===== config.mk =====
export PLATFORM = sky130hd
export DESIGN_NAME = ibex_multdiv_seq
export DESIGN_NICKNAME = d
export VERILOG_FILES = /design/src/rtl/ibex_multdiv_seq_pkg.sv /design/src/rtl/ibex_multdiv_seq_step.sv /design/src/rtl/ibex_multdiv_seq.sv
export SDC_FILE = /design/constraint.sdc
export NUM_CORES = 1
export LEC_CHECK = 0
export ABC_CLOCK_PERIOD_IN_PS = 4150
export BUFFER_PORTS_ARGS = -buffer_cell sky130_fd_sc_hd__buf_2
export CAP_MARGIN = 20
export CELL_PAD_IN_SITES_DETAIL_PLACEMENT = 2
export CELL_PAD_IN_SITES_GLOBAL_PLACEMENT = 2
export CORE_MARGIN = 2
export CORE_UTILIZATION = 36
export CTS_CLUSTER_DIAMETER = 60
export DETAILED_ROUTE_END_ITERATION = 6
export HOLD_SLACK_MARGIN = 0.05
export PLACE_DENSITY = 0.91
export SLEW_MARGIN = 20
export SYNTH_ARGS = -nofsm -noshare
export SYNTH_HDL_FRONTEND = slang
export SYNTH_HIERARCHICAL = 1
export SYNTH_SLANG_ARGS = --single-unit

===== constraint.sdc =====
create_clock -name clk_i -period 4.15 [get_ports clk_i]
set_input_delay 0.415 -clock clk_i [delete_from_list [all_inputs] [get_ports clk_i]]
set_output_delay 0.415 -clock clk_i [all_outputs]
set_load 0.01 [all_outputs]

===== src/rtl/ibex_multdiv_seq_pkg.sv =====
// Shared types and operator-classification helpers for the sequential multiply/divide unit.
package ibex_multdiv_seq_pkg;

    typedef enum logic [2:0] {
        MUL    = 3'd0,
        MULH   = 3'd1,
        MULHSU = 3'd2,
        MULHU  = 3'd3,
        DIV    = 3'd4,
        DIVU   = 3'd5,
        REM    = 3'd6,
        REMU   = 3'd7
    } md_seq_op_e;

    typedef enum logic [1:0] {
        IDLE  = 2'd0,
        CALC  = 2'd1,
        FIXUP = 2'd2,
        DONE  = 2'd3
    } md_seq_state_e;

    function automatic logic is_signed_a(md_seq_op_e op);
        return op inside {MUL, MULH, MULHSU, DIV, REM};
    endfunction

    function automatic logic is_signed_b(md_seq_op_e op);
        return op inside {MUL, MULH, DIV, REM};
    endfunction

    function automatic logic is_div(md_seq_op_e op);
        return op inside {DIV, DIVU, REM, REMU};
    endfunction

endpackage


===== src/rtl/ibex_multdiv_seq_step.sv =====
// One radix-2 iteration: shift-add multiply step or restoring-divide step on a 2*Width accumulator.
module ibex_multdiv_seq_step #(
    parameter int unsigned Width = 32
) (
    input  logic                 div_mode,
    input  logic [2*Width-1:0]   acc,
    input  logic [Width-1:0]     operand,
    output logic [2*Width-1:0]   acc_next,
    output logic                 q_bit
);

    logic [Width:0]   mul_sum;
    logic [Width:0]   rem_shift;
    logic [Width+1:0] diff;
    logic             no_borrow;

    // Multiply: accumulator is {partial product high, remaining multiplier bits}.
    assign mul_sum   = {1'b0, acc[2*Width-1:Width]} + ({(Width+1){acc[0]}} & {1'b0, operand});

    // Divide: accumulator is {partial remainder, remaining dividend / quotient bits}.
    assign rem_shift = acc[2*Width-1:Width-1];
    assign diff      = {1'b0, rem_shift} - {2'b00, operand};
    assign no_borrow = ~diff[Width+1];

    always_comb begin
        q_bit    = 1'b0;
        acc_next = {mul_sum, acc[Width-1:1]};
        if (div_mode) begin
            q_bit    = no_borrow;
            acc_next = {(no_borrow ? diff[Width-1:0] : rem_shift[Width-1:0]),
                        acc[Width-2:0], no_borrow};
        end
    end

endmodule


===== src/rtl/ibex_multdiv_seq.sv =====
// Sequential multiply/divide unit with valid/ready handshake, flush and output backpressure.
// Optional macro IBEX_MULTDIV_SEQ_EARLY_OUT_EN enables the two-cycle early-out for trivial operands.
module ibex_multdiv_seq
    import ibex_multdiv_seq_pkg::*;
#(
    parameter int unsigned Width = 32,
    parameter int unsigned CntW  = $clog2(Width + 1)
) (
    input  logic             clk_i,
    input  logic             rst_i,
    input  logic             flush_i,
    input  logic             in_valid_i,
    output logic             in_ready_o,
    input  logic [2:0]       operator_i,
    input  logic [Width-1:0] operand_a_i,
    input  logic [Width-1:0] operand_b_i,
    input  logic             data_ind_timing_i,
    output logic             out_valid_o,
    input  logic             out_ready_i,
    output logic [Width-1:0] result_o,
    output logic             busy_o
);

    localparam logic [Width-1:0] MinVal = {1'b1, {(Width-1){1'b0}}};

    md_seq_state_e      state_reg, state_next;
    logic [CntW-1:0]    counter_reg;
    md_seq_op_e         op_reg;
    logic               sign_reg;
    logic               div_zero_reg;
    logic               div_ovf_reg;
    logic [Width-1:0]   a_orig_reg;
    logic [Width-1:0]   operand_reg;
    logic [2*Width-1:0] acc_reg;
    logic [Width-1:0]   result_reg;

    md_seq_op_e         op_in;
    logic               sign_a, sign_b;
    logic [Width-1:0]   a_mag, b_mag;
    logic               b_zero, ovf_in, sign_in;
    logic               accept, early_out;
    logic [2*Width-1:0] acc_step;
    logic               q_bit;
    logic [2*Width-1:0] prod_signed;
    logic [Width-1:0]   quot, rem;
    logic [Width-1:0]   fix_result;

    assign op_in  = md_seq_op_e'(operator_i);
    assign sign_a = is_signed_a(op_in) & operand_a_i[Width-1];
    assign sign_b = is_signed_b(op_in) & operand_b_i[Width-1];
    assign a_mag  = sign_a ? -operand_a_i : operand_a_i;
    assign b_mag  = sign_b ? -operand_b_i : operand_b_i;
    assign b_zero = (operand_b_i == '0);
    assign ovf_in = is_div(op_in) && is_signed_a(op_in) && (operand_a_i == MinVal) && (&operand_b_i);
    // Remainder takes the dividend's sign; every other result takes the product/quotient sign.
    assign sign_in = (op_in == REM) ? sign_a : (sign_a ^ sign_b);
    assign accept  = in_valid_i && in_ready_o && !flush_i;

`ifdef IBEX_MULTDIV_SEQ_EARLY_OUT_EN
    assign early_out = !data_ind_timing_i &&
                       (is_div(op_in) ? (b_zero || ovf_in) : ((operand_a_i == '0) || b_zero));
`else
    logic unused_data_ind_timing;
    assign unused_data_ind_timing = data_ind_timing_i;
    assign early_out = 1'b0;
`endif

    ibex_multdiv_seq_step #(
        .Width(Width)
    ) u_step (
        .div_mode (is_div(op_reg)),
        .acc      (acc_reg),
        .operand  (operand_reg),
        .acc_next (acc_step),
        .q_bit    (q_bit)
    );

    always_ff @(posedge clk_i) begin
        if (rst_i) begin
            state_reg <= IDLE;
        end else begin
            state_reg <= state_next;
        end
    end

    always_comb begin
        state_next = state_reg;
        unique case (state_reg)
            IDLE:    if (in_valid_i) state_next = early_out ? FIXUP : CALC;
            CALC:    if (counter_reg == CntW'(Width - 1)) state_next = FIXUP;
            FIXUP:   state_next = DONE;
            DONE:    if (out_ready_i) state_next = IDLE;
            default: state_next = IDLE;
        endcase
        if (flush_i) begin
            state_next = IDLE;
        end
    end

    always_comb begin
        in_ready_o  = (state_reg == IDLE);
        busy_o      = (state_reg != IDLE);
        out_valid_o = (state_reg == DONE);
        result_o    = result_reg;
    end

    assign prod_signed = sign_reg ? -acc_reg : acc_reg;
    assign quot        = acc_reg[Width-1:0];
    assign rem         = acc_reg[2*Width-1:Width];

    always_comb begin
        fix_result = '0;
        unique case (op_reg)
            MUL:                 fix_result = prod_signed[Width-1:0];
            MULH, MULHSU, MULHU: fix_result = prod_signed[2*Width-1:Width];
            DIV, DIVU: begin
                if (div_zero_reg)      fix_result = '1;
                else if (div_ovf_reg)  fix_result = MinVal;
                else                   fix_result = sign_reg ? -quot : quot;
            end
            REM, REMU: begin
                if (div_zero_reg)      fix_result = a_orig_reg;
                else if (div_ovf_reg)  fix_result = '0;
                else                   fix_result = sign_reg ? -rem : rem;
            end
            default:             fix_result = '0;
        endcase
    end

    always_ff @(posedge clk_i) begin
        if (rst_i) begin
            counter_reg  <= '0;
            op_reg       <= MUL;
            sign_reg     <= 1'b0;
            div_zero_reg <= 1'b0;
            div_ovf_reg  <= 1'b0;
            a_orig_reg   <= '0;
            operand_reg  <= '0;
            acc_reg      <= '0;
            result_reg   <= '0;
        end else if (!flush_i) begin
            if (accept) begin
                counter_reg  <= '0;
                op_reg       <= op_in;
                sign_reg     <= sign_in;
                div_zero_reg <= b_zero;
                div_ovf_reg  <= ovf_in;
                a_orig_reg   <= operand_a_i;
                if (early_out) begin
                    // Zero product; divide overrides ignore the accumulator entirely.
                    acc_reg     <= '0;
                    operand_reg <= '0;
                end else if (is_div(op_in)) begin
                    acc_reg     <= {{Width{1'b0}}, a_mag};
                    operand_reg <= b_mag;
                end else begin
                    acc_reg     <= {{Width{1'b0}}, b_mag};
                    operand_reg <= a_mag;
                end
            end else if (state_reg == CALC) begin
                acc_reg     <= acc_step;
                counter_reg <= counter_reg + CntW'(1);
            end else if (state_reg == FIXUP) begin
                result_reg <= fix_result;
            end
        end
    end

endmodule

# After elaboration in Yosys (flattened, before gate mapping)
# Cells that the tools add are included.
# totals
ff_bits,174
latch_bits,0
ramBits,0
rom_bits,0
out_inout_bits,35
word_cells,95
mem_count,0
# classes
addsub,8
mul,0
n_div,0
n_lt_le_gt_ge,0
n_eq_ne,21
shifts,0
muxes,23
bitwise_logic,8
reduce_logical,25
# op_table
op,count
2-to-1 mux 32 bit,11
2-to-1 mux 64 bit,4
negator 32 bit,4
case mux 32 bit (4 select lines),1
negator 64 bit,1
subtractor 33 x 32 -> 34 bit,1
adder 32 x 33 -> 33 bit,1
AND 33 x 32 -> 33 bit,1
== test 32 bit (second input constant),1
logical NOT 32 bit,1
AND reduction 32 bit,1
== test 3 bit (second input constant),8
2-to-1 mux 6 bit,2
nonzero test 4 bit,3
== test 3 x 2 -> 1 bit (second input constant),3
case mux 2 bit (4 select lines),1
adder 6 x 1 -> 6 bit (second input constant),1
== test 3 x 1 -> 1 bit (second input constant),2
== test 6 x 5 -> 1 bit (second input constant),1
logical NOT 3 bit,2
2-to-1 mux 2 bit,3
OR reduction 2 bit,3
logical AND 1 bit,5
nonzero test 5 bit,1
15 further kinds,23

# Longest topological paths before layout
# Gate-level depths: netlist (run 1).
# logic_depth
ltp_word,6
ltp_mapped,16
depth_no_buf,14

# By module
# The synthesis (run 1) kept the hierarchy.
# by_module_without_submodules
mod,instances,cells_per_inst,area_per_inst_um2,seq_area_each_um2
ibex_multdiv_seq,1,1603,11776.3,3483.3
ibex_multdiv_seq_step,1,662,4618.2,0.0

# Worst setup path after synthesis (run 1)
# Ideal clock, no wire load.
# synth_timing
kind,register -> register
start,register acc_reg[32]
end,register acc_reg[50]
setup_ps,132
arrival_time_ps,3106
required_ps,4018
setup_slack_ps,912
path_stages_with_launch,14
n_path_buf,1
synth_period_minus_slack_ps,3238
path_cell_list,dfxtp_1 -> ha_1 -> nor2b_4 -> o31a_4 -> o311ai_4 -> a211oi_1 -> o211a_1 -> o21a_1 -> or2_1 -> buf_6 -> mux2_4 -> a2111o_1 -> nand3_1 -> a21oi_1
# synth_via
elab_chain_len,5
elab_cells_between_ends,6
cone_classes,add/sub: 2; mux: 4
# synth_rtl
item,line_no,rtl
"start, declared",ibex_multdiv_seq.sv:34,logic [2*Width-1:0] acc_reg;
"start signal, assigned",ibex_multdiv_seq.sv:154,"acc_reg <= {{Width{1'b0}}, a_mag};"
"start signal, assigned",ibex_multdiv_seq.sv:157,"acc_reg <= {{Width{1'b0}}, b_mag};"
"start signal, assigned",ibex_multdiv_seq.sv:161,acc_reg <= acc_step;
subtractor 33 x 32 -> 34 bit,ibex_multdiv_seq_step.sv:22,"assign diff = {1'b0, rem_shift} - {2'b00, operand};"
2-to-1 mux 32 bit,ibex_multdiv_seq_step.sv:30,"acc_next = {(no_borrow ? diff[Width-1:0] : rem_shift[Width-1:0]),"
2-to-1 mux 64 bit (*),ibex_multdiv_seq_step.sv:28,if (div_mode) begin
via acc_step[50],ibex_multdiv_seq.sv:42,logic [2*Width-1:0] acc_step;
2-to-1 mux 64 bit (*),ibex_multdiv_seq.sv:160,end else if (state_reg == CALC) begin
2-to-1 mux 64 bit (*),ibex_multdiv_seq.sv:142,if (accept) begin
# Mark *: on every way through the listed nets, which the timed path passes. The rest lies on a longest branch. The select of a mux whose other input is x is not followed.
# A chain may end at the register's enable or synchronous reset.

# Worst setup path after layout (run 1)
# layout_timing
start,register acc_reg[0]
end,register acc_reg[57]
# layout_via
elab_chain_len,5
# layout_rtl
item,line_no,rtl
AND 33 x 32 -> 33 bit,ibex_multdiv_seq_step.sv:18,"assign mul_sum = {1'b0, acc[2*Width-1:Width]} + ({(Width+1){acc[0]}} & {1'b0, operand});"
adder 32 x 33 -> 33 bit,ibex_multdiv_seq_step.sv:18,
2-to-1 mux 64 bit,ibex_multdiv_seq_step.sv:28,
via acc_step[57],ibex_multdiv_seq.sv:42,
2-to-1 mux 64 bit,ibex_multdiv_seq.sv:160,
2-to-1 mux 64 bit,ibex_multdiv_seq.sv:142,
# The timed path passes the listed nets, and every way through them passes these cells. The select of a mux whose other input is x is not followed.

==> results of run 1 <==
-- report_power, final --
part           internal [mW]  switching, mW  total [mW]
clock network          0.829          0.866        1.69
registers               1.74          0.149        1.89
logic                  0.588           1.21        1.80
-- final timing paths --
| check | from | endpoint | slack [ps] | cells past startpoint |
|---|---|---|---|---|
| worst min register to register | result_o[29] | result_o[29] | 470 | 2 |
| worst max register to register | acc_reg[0] | acc_reg[57] | 160 | 14 |
| worst min-delay path | operand_a_i[5] | a_orig_reg[5] | 190 | 3 |
| worst max-delay path | acc_reg[0] | acc_reg[57] | 160 | 14 |
-- metal layers --
metal / routed length (um) / vias up
met5: 0 / -
met4: 6800 / 0
met3: 7010 / 354
met2: 41300 / 1080
met1: 34500 / 10042
li1: - / 8335
-- final cells by class --
class,instances,area share
clock buffers,19,0.0257
inverters,68,0.0141
clock inverters,12,0.00540
repair buffers,174,0.0584
well taps,600,0.0415
flip-flops and latches,174,0.193
multi-input cells,1868,0.662
-- placed cells by master, fill, tap and decap left out, drive strengths merged, types with 35 or more instances in the layout --
cell type and instances:
xnor2 90, buf 174, dfxtp 174, inv 75, xor2 80, mux2i 54, and2 42, mux2 35
nand2 269, nand3 67, a211oi 42, o21ai 134, nor3 70, a21oi 237, nor2 198, ha 74
-- worst max-delay path, cell delays in order (launching register included) --
cell and delay, ps:
dfxtp_2 440, and2_1 190, ha_1 230, fa_1 460, a211oi_1 400, o21ai_0 280
nand3_1 230, a31oi_2 210, nand3_1 210, a31oi_1 160, o41ai_1 460, xor2_1 170
mux2i_1 180, nand3_1 110, a21oi_1 190
-- per-stage QoR --
| step | util | setup slack (ps) | std cells | total power [mW] |
|---|---|---|---|---|
| floorplan | - | 912 | 2264 | 2.93 |
| global placement | 0.387 | 419 | 2884 | 3.48 |
| detailed placement | 0.387 | 47.2 | 2884 | 3.59 |
| CTS | 0.400 | 179 | 2915 | 5.31 |
| global route | 0.400 | 60.7 | 2915 | 5.52 |
| finish | 0.400 | 155 | 2915 | 5.38 |
-- timing repair --
action                                 CTS  global route
setup endpoints to repair                1             4
gates cloned                             0             0
buffers inserted                         0             0
gates resized for setup                  1             2
endpoints found under the hold margin    0             0
==> impl_results.md, run 1 <==
- H-tree levels: 4
- Pwr dens: 298 nW/um2
- Final total negative setup slack: 0 ps
- Largest net degree at the start of global routing: between 80 and 90
- Number of antenna cells inserted: 0
- Via count of the routed design: 19.8k
- Arrival time reported for the critical path endpoint: 4420 ps
- Core outline area: 45200 um2
- Worst Max-Slew Pin Slew: 1090 ps
- Placed standard-cell area: roughly 18000 um2
- Number of sinks handled by clock tree synthesis: approximately 170
- Sum of overflow across all layers after global routing: 0
- Max VDD drop: roughly 0.00035 V
- Top Usage Layer GRT: met2
- Met1 track utilization from global routing: 0.439
- Multi-input combinational cell area: around 12000 um2
- Number of clock buffers inserted by TritonCTS: 17
- Worst clock skew on the final layout: slightly above 20 ps
- Via count of the first global-routing pass: ~21k
- Die extent in x: approximately 220 um
- Reg area: 3490 um2
- Floorplan die height: approximately 220 um
- Time the final worst path needs with I/O delays and setup: approximately 4000 ps
- Global-route met3 utilization: 0.0706
- Crit path capture type: register
- Number of port buffers: 106
- Start-to-end type of the worst setup path: reg2reg
- Number of setup violations in the final report: 0
- Flip-flop count of the largest register, all copies and words added: between 60 and 70
- Starting DRC count in detailed routing: ~2k
- Post-DR wirelength/cell: slightly above 30 um
- Fmax: ~250 MHz
- Global-route wire length before repair: 134000 um
- Drt total wl: between 80000 and 90000 um
- Syn Nets: 2413
- DRC errors left: 0
- Final hold viol count: 0
- Mapped Area: 16400 um2
- Unrepaired setup endpoints after global routing: no
- Detailed-route vias per instance: ~7
- Outcome: finished clean
- Static leakage: ~7 nW
- Instance count of the mapped netlist: ~2.3k
- Global-route usage over all layers: 0.372
- Antenna violations before repair: 0
- CTS hold repair buffers: 0
- Clock slew seen by the registers of the worst setup and hold paths: 80 ps
- Met2 capacity usage during global routing: 0.615
- Post-Route Hold Slack: approximately 190 ps
- Startpoint class of the critical path: register
- Gp weighted congestion: 0.938
- Number of rows in the core area: around 80
- Number of nets in the layout: roughly 2.5k
- Post-Layout Inst Area: 18100 um2
- Count of pins over their slew limit: 0
- I/O pin count: approximately 110
- Bufs on Longest Clock Path: 2
- Part of the cycle the worst path needs: 0.963
- Max FO, Critical Path: 17
- Average size of a mapped cell: ~7.2 um2
- Antenna Nets Post-Route: 0
- Area growth from synthesis to final layout: 10.3%
- Insertion delay to the later sink of the worst-skew pair: slightly above 500 ps
- First-pass detailed-route iteration total: 5
- Max Cap Viol: 0
- Share of post-route cells with drive strength above 1: 0.129
- Total of warnings raised by yosys: 6
- Starting Density: 0.363
- TritonCTS clock tree: yes
- Filler cell count in the final layout: 5233
- Area of the die: 47300 um2
- HPWL after detailed placement: between 60000 and 70000 um
- Clock tree root buffer cell: clkbuf_16
- Worst endpoint required time: 4580 ps
- Tightest Hold Check Type: in2reg
- Rel. slew slack: 0.271
Power figures use the tool's default switching activity.
==> run 2, diff against run 1 <==
MAX_ROUTING_LAYER = met4   (was default)
==> run 2 against run 1 <==
Against the previous run:
- non-clock buffer count down 2
- sequential power about the same
- flip-flop and latch count unchanged
- highest routed layer unchanged
- critical endpoint unchanged
- first-iteration DRC count down 20%
- cell count unchanged
==> impl_results.md, run 2 (same netlist as run 1, synthesis figures left out) <==
- Flip-flop count of the largest register, all copies and words added: between 60 and 70
- Number of port buffers: around 110
- Startpoint class of the critical path: register
- Starting Density: 0.363
- Worst slack after detailed placement: 113 ps
- Clock slew seen by the registers of the worst setup and hold paths: approximately 80 ps
- Share of post-route cells with drive strength above 1: 0.128
- H-tree levels: 4
- Antenna violations before repair: 2
- Static leakage: 7.11 nW
- Clock tree root buffer cell: clkbuf_16
- Post-Route Hold Slack: 202 ps
- Number of clock buffers inserted by TritonCTS: 17
- Wire length the detailed router placed on met1: ~34000 um
- Arrival time reported for the critical path endpoint: around 4200 ps
- Count of pins over their slew limit: 0
- Setup WS post-layout: approximately 330 ps
- Worst clock skew on the final layout: around 10 ps
- Worst Max-Slew Pin Slew: just over 1000 ps
- Antenna Nets Post-Route: 0
- Max Cap Viol: 0
- Final hold viol count: 0
- Number of setup violations in the final report: 0
- Die extent in x: 217 um
- Global-route wire length before repair: between 100000 and 150000 um
- Detailed-route vias per instance: approximately 6.6
- TritonCTS clock tree: yes
- Area growth from synthesis to final layout: 10.5%
- Worst endpoint required time: approximately 4600 ps
- Largest net degree at the start of global routing: 80
- Post-DR wirelength/cell: ~29 um
- Crit path capture type: register
- Rel. slew slack: 0.324
- Max VDD drop: approximately 0.00034 V
- I/O pin count: between 100 and 150
- Commonest non-fill, non-tap cells in the layout: nand2_1 (269), a21oi_1 (237), nor2_1 (195)
- DR top layer: met4
- Routed length on met2: between 30000 and 40000 um
- CTS hold repair buffers: 0
- Number of rows in the core area: 78
- Via count of the routed design: between 15k and 20k
- Gp weighted congestion: roughly 0.97
- Area of the die: 47300 um2
- Part of the cycle the worst path needs: 0.922
- DRC errors left: 0
- R2R cell count: 14
- Outcome: finished clean
- Pwr dens: a little under 300 nW/um2
- Time the final worst path needs with I/O delays and setup: 3820 ps
- First-pass detailed-route iteration total: 5
- # Post-CTS Setup Buffers: 0
- Starting DRC count in detailed routing: 1593
- Unrepaired setup endpoints after global routing: no
- Core outline area: ~45000 um2
- Number of sinks handled by clock tree synthesis: around 170
- Sum of overflow across all layers after global routing: 0
- Max FO, Critical Path: 19
- Bufs on Longest Clock Path: 2
- Drt total wl: approximately 84000 um
- Start-to-end type of the worst setup path: reg2reg
- Global-route usage over all layers: 0.360
- Number of nets in the layout: 2450
- Final total negative setup slack: 0 ps
- HPWL after detailed placement: around 63000 um
- Most common library cell in the layout ignoring fill and taps: nand2_1
- Fmax: approximately 260 MHz
- Insertion delay to the later sink of the worst-skew pair: about 490 ps
- Tightest Hold Check Type: in2reg
- Met3 layer wire length in the routed design: 5920 um
- Via count of the first global-routing pass: about 20k
- Floorplan die height: roughly 220 um
- Worst hold path cell count: 3
[run 2: path summary, 6_finish.rpt]
check                                      from              to  slack, ps
worst min register to register     result_o[29]    result_o[29]        450
worst max-delay path                 acc_reg[0]     acc_reg[57]        330
worst min-delay path            operand_a_i[14]  a_orig_reg[14]        200
worst max register to register       acc_reg[0]     acc_reg[57]        330
[run 2: power by group]
part           switching, mW  leakage (nW)  total, mW  internal, mW
Combinational           1.17          5.41       1.76         0.590
Clock                  0.837         0.277       1.73         0.894
Sequential             0.140          1.42       1.88          1.74
[run 2: worst max-delay path, stage by stage (launching register included)]
cell      delay, ps
dfxtp_2         460
and2_1          230
ha_1            240
fa_1            440
a211oi_1        400
o21ai_0         220
nand3_1         200
a31oi_2         210
nand3_1         170
a31oi_1         150
o41ai_1         460
xor2_1          140
mux2i_1         160
nand3_1          80
a21oi_1         190
[run 2: layer usage]
layer  vias up  global-route usage
met5         -                   -
met4         0               0.198
met3       262              0.0586
met2       883               0.574
met1      9705               0.432
li1       8317                   -
[run 2: area by class of cell]
class | count | area [um2]
diodes | 2 | 5.00
flip-flops and latches | 174 | 3490
fillers | 5256 | 27100
inverters | 68 | 255
clock buffers | 17 | 425
multi-input cells | 1868 | 12000
repair buffers | 172 | 1050
clock inverters | 14 | 158
well taps | 600 | 751
[run 2: metrics by stage]
step / std cells / instance area (um2) / power [mW] / util
after floorplan: 2264 / 16400 / 2.93 / -
after global placement: 2882 / 17500 / 3.48 / 0.387
after detailed placement: 2882 / 17500 / 3.58 / 0.387
after CTS: 2913 / 18100 / 5.31 / 0.400
after global routing: 2915 / 18100 / 5.53 / 0.401
final: 2915 / 18100 / 5.37 / 0.401
[run 2: timing repair]
| item | in CTS | in global routing |
|---|---|---|
| endpoints found under the hold margin | 0 | 0 |
| endpoints found under the setup margin | 0 | 11 |
| gates resized for setup | 0 | 3 |
